`config.mk`:
```
export PLATFORM = sky130hd
export DESIGN_NAME = hazard_unit_mdu
export DESIGN_NICKNAME = d
export VERILOG_FILES = /design/src/rtl/hazard_unit_mdu.sv
export SDC_FILE = /design/constraint.sdc
export NUM_CORES = 1
export LEC_CHECK = 0
export ABC_AREA = 1
export BUFFER_PORTS_ARGS = -buffer_cell sky130_fd_sc_hd__buf_2
export CORE_MARGIN = 8
export CORE_UTILIZATION = 51
export CTS_CLUSTER_SIZE = 10
export DETAILED_ROUTE_END_ITERATION = 8
export PLACE_DENSITY = 0.86
export SETUP_SLACK_MARGIN = 0.05
export SYNTH_ARGS = -nofsm -noshare
export SYNTH_HDL_FRONTEND = slang
export SYNTH_SLANG_ARGS = --single-unit
```
`constraint.sdc`:
```
create_clock -name clk -period 3.95 [get_ports clk]
set_input_delay 0.5925 -clock clk [delete_from_list [all_inputs] [get_ports clk]]
set_output_delay 0.5925 -clock clk [all_outputs]
set_load 0.02 [all_outputs]
```
`src/rtl/hazard_unit_mdu.sv`:
```
`default_nettype none
// ============================================================================
//  Module      : hazard_unit_mdu
//  Description : Hazard/forwarding unit for the 5-stage MIPS pipeline with a
//                multi-cycle MULT/DIV busy tracker.
//  Revision    : 1.0 - initial release
// ============================================================================
module hazard_unit_mdu #(
    parameter int REG_W   = 5,
    parameter int MUL_LAT = 4,
    parameter int DIV_LAT = 32
) (
    input  logic             clk,
    input  logic             reset,
    input  logic [REG_W-1:0] RsD,
    input  logic [REG_W-1:0] RtD,
    input  logic [REG_W-1:0] RsE,
    input  logic [REG_W-1:0] RtE,
    input  logic [REG_W-1:0] WriteRegE,
    input  logic [REG_W-1:0] WriteRegM,
    input  logic [REG_W-1:0] WriteRegW,
    input  logic             RegWriteE,
    input  logic             RegWriteM,
    input  logic             RegWriteW,
    input  logic             MemToRegE,
    input  logic             MemToRegM,
    input  logic             BranchD,
    input  logic             JumpD,
    input  logic             MduOpD,
    input  logic             MfHiLoD,
    input  logic             MduStartE,
    input  logic             MduDivE,
    output logic             StallF,
    output logic             StallD,
    output logic             FlushE,
    output logic             ForwardAD,
    output logic             ForwardBD,
    output logic [1:0]       ForwardAE,
    output logic [1:0]       ForwardBE,
    output logic             MduBusy,
    output logic             MduDone,
    output logic             MduOvr
);

    localparam int c_MAX_LAT = (MUL_LAT > DIV_LAT) ? MUL_LAT : DIV_LAT;
    localparam int c_CNT_W   = $clog2(c_MAX_LAT) + 1;

    localparam logic [c_CNT_W-1:0] c_MUL_LOAD = c_CNT_W'(MUL_LAT - 1);
    localparam logic [c_CNT_W-1:0] c_DIV_LOAD = c_CNT_W'(DIV_LAT - 1);
    localparam logic [c_CNT_W-1:0] c_CNT_ONE  = c_CNT_W'(1);
    localparam logic [REG_W-1:0]   c_REG_ZERO = '0;

    typedef enum logic [0:0] {
        IDLE = 1'b0,
        BUSY = 1'b1
    } mduState_t;

    mduState_t          r_state;
    mduState_t          w_stateNext;
    logic [c_CNT_W-1:0] r_cnt;
    logic [c_CNT_W-1:0] w_cntNext;
    logic [c_CNT_W-1:0] w_cntLoad;
    logic               r_ovr;
    logic               w_ovrNext;

    // ------------------------------------------------------------------
    // Register-match helpers: r0 never participates in a hazard.
    // ------------------------------------------------------------------
    logic w_matchAeM, w_matchAeW, w_matchBeM, w_matchBeW;
    logic w_matchAdM, w_matchBdM;

    assign w_matchAeM = (RsE != c_REG_ZERO) && (RsE == WriteRegM) && RegWriteM;
    assign w_matchAeW = (RsE != c_REG_ZERO) && (RsE == WriteRegW) && RegWriteW;
    assign w_matchBeM = (RtE != c_REG_ZERO) && (RtE == WriteRegM) && RegWriteM;
    assign w_matchBeW = (RtE != c_REG_ZERO) && (RtE == WriteRegW) && RegWriteW;
    assign w_matchAdM = (RsD != c_REG_ZERO) && (RsD == WriteRegM) && RegWriteM;
    assign w_matchBdM = (RtD != c_REG_ZERO) && (RtD == WriteRegM) && RegWriteM;

    logic [1:0] w_fwdAE;
    logic [1:0] w_fwdBE;

    // The M-stage result is younger than W, so it takes priority.
    assign w_fwdAE = w_matchAeM ? 2'b10 : (w_matchAeW ? 2'b01 : 2'b00);
    assign w_fwdBE = w_matchBeM ? 2'b10 : (w_matchBeW ? 2'b01 : 2'b00);

    // ------------------------------------------------------------------
    // Stall sources
    // ------------------------------------------------------------------
    logic w_lwStall;
    logic w_brStallE;
    logic w_brStallM;
    logic w_brStall;
    logic w_mduStall;
    logic w_stall;
    logic w_busy;
    logic w_cntNz;
    logic w_done;

    assign w_lwStall  = MemToRegE && (RtE != c_REG_ZERO) &&
                        ((RsD == RtE) || (RtD == RtE));
    assign w_brStallE = RegWriteE && (WriteRegE != c_REG_ZERO) &&
                        ((WriteRegE == RsD) || (WriteRegE == RtD));
    assign w_brStallM = MemToRegM && (WriteRegM != c_REG_ZERO) &&
                        ((WriteRegM == RsD) || (WriteRegM == RtD));
    assign w_brStall  = BranchD && (w_brStallE || w_brStallM);

    assign w_busy  = (r_state == BUSY);
    assign w_cntNz = (r_cnt != '0);
    assign w_done  = w_busy && !w_cntNz;

    // In the completion cycle HI/LO is written before the reader reaches E.
    assign w_mduStall = (MduOpD || MfHiLoD) && ((w_busy && w_cntNz) || MduStartE);
    assign w_stall    = w_lwStall || w_brStall || w_mduStall;

    // ------------------------------------------------------------------
    // MDU occupancy tracker
    // ------------------------------------------------------------------
    always_ff @(posedge clk or posedge reset) begin
        if (reset) begin
            r_state <= IDLE;
            r_cnt   <= '0;
            r_ovr   <= 1'b0;
        end else begin
            r_state <= w_stateNext;
            r_cnt   <= w_cntNext;
            r_ovr   <= w_ovrNext;
        end
    end

    assign w_cntLoad = MduDivE ? c_DIV_LOAD : c_MUL_LOAD;

    always_comb begin
        w_stateNext = r_state;
        w_cntNext   = r_cnt;
        w_ovrNext   = r_ovr;
        case (r_state)
            IDLE: begin
                if (MduStartE) begin
                    w_stateNext = BUSY;
                    w_cntNext   = w_cntLoad;
                end
            end
            BUSY: begin
                if (!w_cntNz) begin
                    // A start landing on the final cycle chains straight on.
                    if (MduStartE) begin
                        w_cntNext = w_cntLoad;
                    end else begin
                        w_stateNext = IDLE;
                    end
                end else begin
                    w_cntNext = r_cnt - c_CNT_ONE;
                    if (MduStartE) begin
                        w_ovrNext = 1'b1;
                    end
                end
            end
            default: begin
                w_stateNext = IDLE;
                w_cntNext   = '0;
            end
        endcase
    end

    // ------------------------------------------------------------------
    // Outputs are held low for the whole time reset is asserted.
    // ------------------------------------------------------------------
    assign StallF    = !reset && w_stall;
    assign StallD    = !reset && w_stall;
    assign FlushE    = !reset && (w_stall || JumpD);
    assign ForwardAD = !reset && w_matchAdM;
    assign ForwardBD = !reset && w_matchBdM;
    assign ForwardAE = reset ? 2'b00 : w_fwdAE;
    assign ForwardBE = reset ? 2'b00 : w_fwdBE;
    assign MduBusy   = !reset && w_busy;
    assign MduDone   = !reset && w_done;
    assign MduOvr    = !reset && r_ovr;

endmodule
`default_nettype wire

```
==> impl_metrics.ini <==
[status]
outcome = completed

[critical_path]
setup.worst_path.end_class = output port
family_with_the_most_delay_on_the_worst_path = simple AND/OR/NAND/NOR gates
timing.critical_path.slowest_cell_delay_ps = 390
regToRegSetupSlack_ps = 2530
timing.critical_path.fanout_max = 5
crit_arrival_ps = 1820
worst-endpoint-required_ps = 3360
critPathBufInv = 4
cp-start-kind = flop
critical_path.slowest_cell = sky130_fd_sc_hd__dfrtp_1
start_to_end_type_of_the_worst_setup_path = reg -> out
reg2regPathDepth = 7
worst_r2r_endpoint = r_cnt[3]
r2r-start = r_cnt[0]
crit_chain = inv_1 > ha_1 > nand3_2 > nand2_4 > inv_4 > nor2_8 > nor2_1 > a21oi_2 > nand2_1 > nand2_1 > inv_1 > buf_2

[timing]
maxSlewHeadroom = 0.754
timing.fmax_ghz = 0.415
rsz0062_at_grt = false
report.final.hold_viol_count = 0
finalMaxSlewViolations = 0
setup_viol_count_final = 0
worst_slew_pin_slew_ps = 366
final_critical_period_ps = 2410
finalWorstSetupSlack_ps = 1540
tns_ps = 0
fin_hold_ws_ps = 326
layout_worst_path_cycle_share = 0.611
skew_ps = 1.08

[run]
maxCapViolCount = 0

[layout]
stdcell_area_um2 = 1690
final_cell_mix = sky130_fd_sc_hd__nand2_1 (81), sky130_fd_sc_hd__buf_2 (59), sky130_fd_sc_hd__inv_1 (32)
multi_input_comb_area_um2 = 981
diodes = 0
layout-area-overhead-vs-synth_pct = 25.4
postLayoutCoreUtil = 0.677
mostFrequentLayoutCell = sky130_fd_sc_hd__nand2_1
fill_cells = 254
layout.area.seq_um2 = 200
drive_above_1_share = 0.258
nets = 350
stdcell_count = 328

[die]
fp.dieArea_um2 = 4550
boundaryPins = 60
die_h_um = 67.5
floorplan.die.width_um = 67.5
core_footprint_um2 = 2500
std_cell_rows = 18
floorplan.initialDensity = 0.540

[logic_synthesis]
synth-compound-area-share = 0.145
yosys_register_bits = 8
multiplexer_area_fraction_after_synthesis = 0
xor_and_xnor_area_share_after_synthesis = 0.136
avgSynthCellArea_um2 = 5.67
synthesis.instances = 238
synth.top_cell.area_share = 0.225
synth_fa_ha_area_frac = 0.0185
synth_seq_area_share = 0.148
ys_types = 34
yosys.area_share.simple = 0.427
synthesis.area_um2 = 1350
largest_family_of_logic_cells_by_synthesized_area = simple AND/OR/NAND/NOR gates
netlist_top_cells_area = sky130_fd_sc_hd__nand2_1 (23%), sky130_fd_sc_hd__dfrtp_1 (15%), sky130_fd_sc_hd__inv_1 (8.9%)
leading_area_contributor_after_synthesis = sky130_fd_sc_hd__nand2_1
yosys_warnings = 0
syn-num-nets = 288

[power_and_ir_drop]
power_frac_comb = 0.576
power_uw = 487
vdd_ir_drop_max_mv = 0.281
p_sw_uw = 222
power.static_leakage_nw = 1.02
power_frac_seq = 0.300
swShare = 0.455
clkPwrFrac = 0.124
internal-power_uw = 265
pwr_density_cell_nw_per_um2 = 288

[clock_tree]
cts.path.max_buffers = 2
post_cts_resize_count = 0
post-cts-setup-buffer-count = 0
clk_latency_ps = 240
cts.htree.levels = 1
cts_tree = done
clock_sinks = 8
cts_root_buf = sky130_fd_sc_hd__clkbuf_4
holdBufCountCts = 0
numCtsBuffers = 3
clk_pin_slew_ps = 50

[routing]
drcViolationCount = 0
wl_per_cell_um = 12.4
first_drt_iteration_drcs = 93
dr.pass1.iters = 4
dr_total_vias = 1678
drt-vias-per-instance = 5.12
total_wirelength_um = 4080
final_antenna_net_count = 0

[placement]
dp_worst_setup_slack_ps = 1660
place.detailed.hpwl_um = 3560
place.gp.congestion = 1.02
placed_cell_area_um2 = 1670
dp_cells = 325
port_bufs = 59

[grt]
grt_pass1_wl_um = 6780
grt_max_degree = 13
global_route.usage.total = 0.182
first_global_vias = 1596
grt_antenna_before_repair = 0
global_route.overflow_total = 0

[hold_path]
holdCritPathClass = in -> async
-- synth_stat cells (all sizes together) --
cell type and instances:
xor2 12, nor4 1, o221ai 1, nand3 11, nor3 5, nor2 29
ha 2, nand4 5, o21ai 10, a21oi 6, a311oi 2, xnor2 9
a31o 1, inv 41, a221oi 2, a21boi 1, o2111ai 1, o22ai 2
a22oi 1, a211oi 3, dfrtp 8, buf 2, or2 1, nand2 82
-- layer usage --
layer,share of wire,track usage
met5,0,0
met4,0.0054,0.0366
met1,0.47,0.247
met3,0.075,0.0199
met2,0.45,0.303
-- flip-flops by register name, summed over array words and instances (netlist names) --
| name | flops |
|---|---|
| r_state | 1 |
| r_cnt | 6 |
| r_ovr | 1 |
-- how the worst max path moves through the flow --
stage,end,cells past startpoint,start,slack [ps]
4_1_cts,StallD,12,r_cnt[0],1530
2_1_floorplan,StallF,10,RtE[2],1740
6_report,StallD,12,r_cnt[0],1540
3_5_place_dp,ForwardBE[0],7,reset,1660
5_1_grt,FlushE,12,r_cnt[0],1380
3_3_place_gp,ForwardBE[0],7,reset,1660
-- power groups by stage --
stage               logic (mW)  clock network [mW]  registers (mW)
detailed placement       0.277                   0           0.147
floorplan                0.196                   0           0.142
global placement         0.273                   0           0.145
global route             0.319              0.0675           0.153
finish                   0.281              0.0603           0.146
CTS                      0.278              0.0628           0.146
-- final cells by class --
cell class                      instances  area share
Inverter                               41      0.0924
Timing Repair Buffer                   59       0.174
Multi-Input combinational cell        187       0.579
Sequential cell                         8       0.118
Tap cell                               30      0.0222
Clock buffer                            3      0.0133
-- logic make-up after synthesis --
kind of cell             after synthesis
AND/OR/NAND/NOR                      134
buffers and inverters                 43
AO/OA/AOI/OAI                         30
XOR/XNOR                              21
flip-flops                             8
adder cells (fa/ha/maj)                2
No activity file was read; power rests on OpenSTA's default activity.
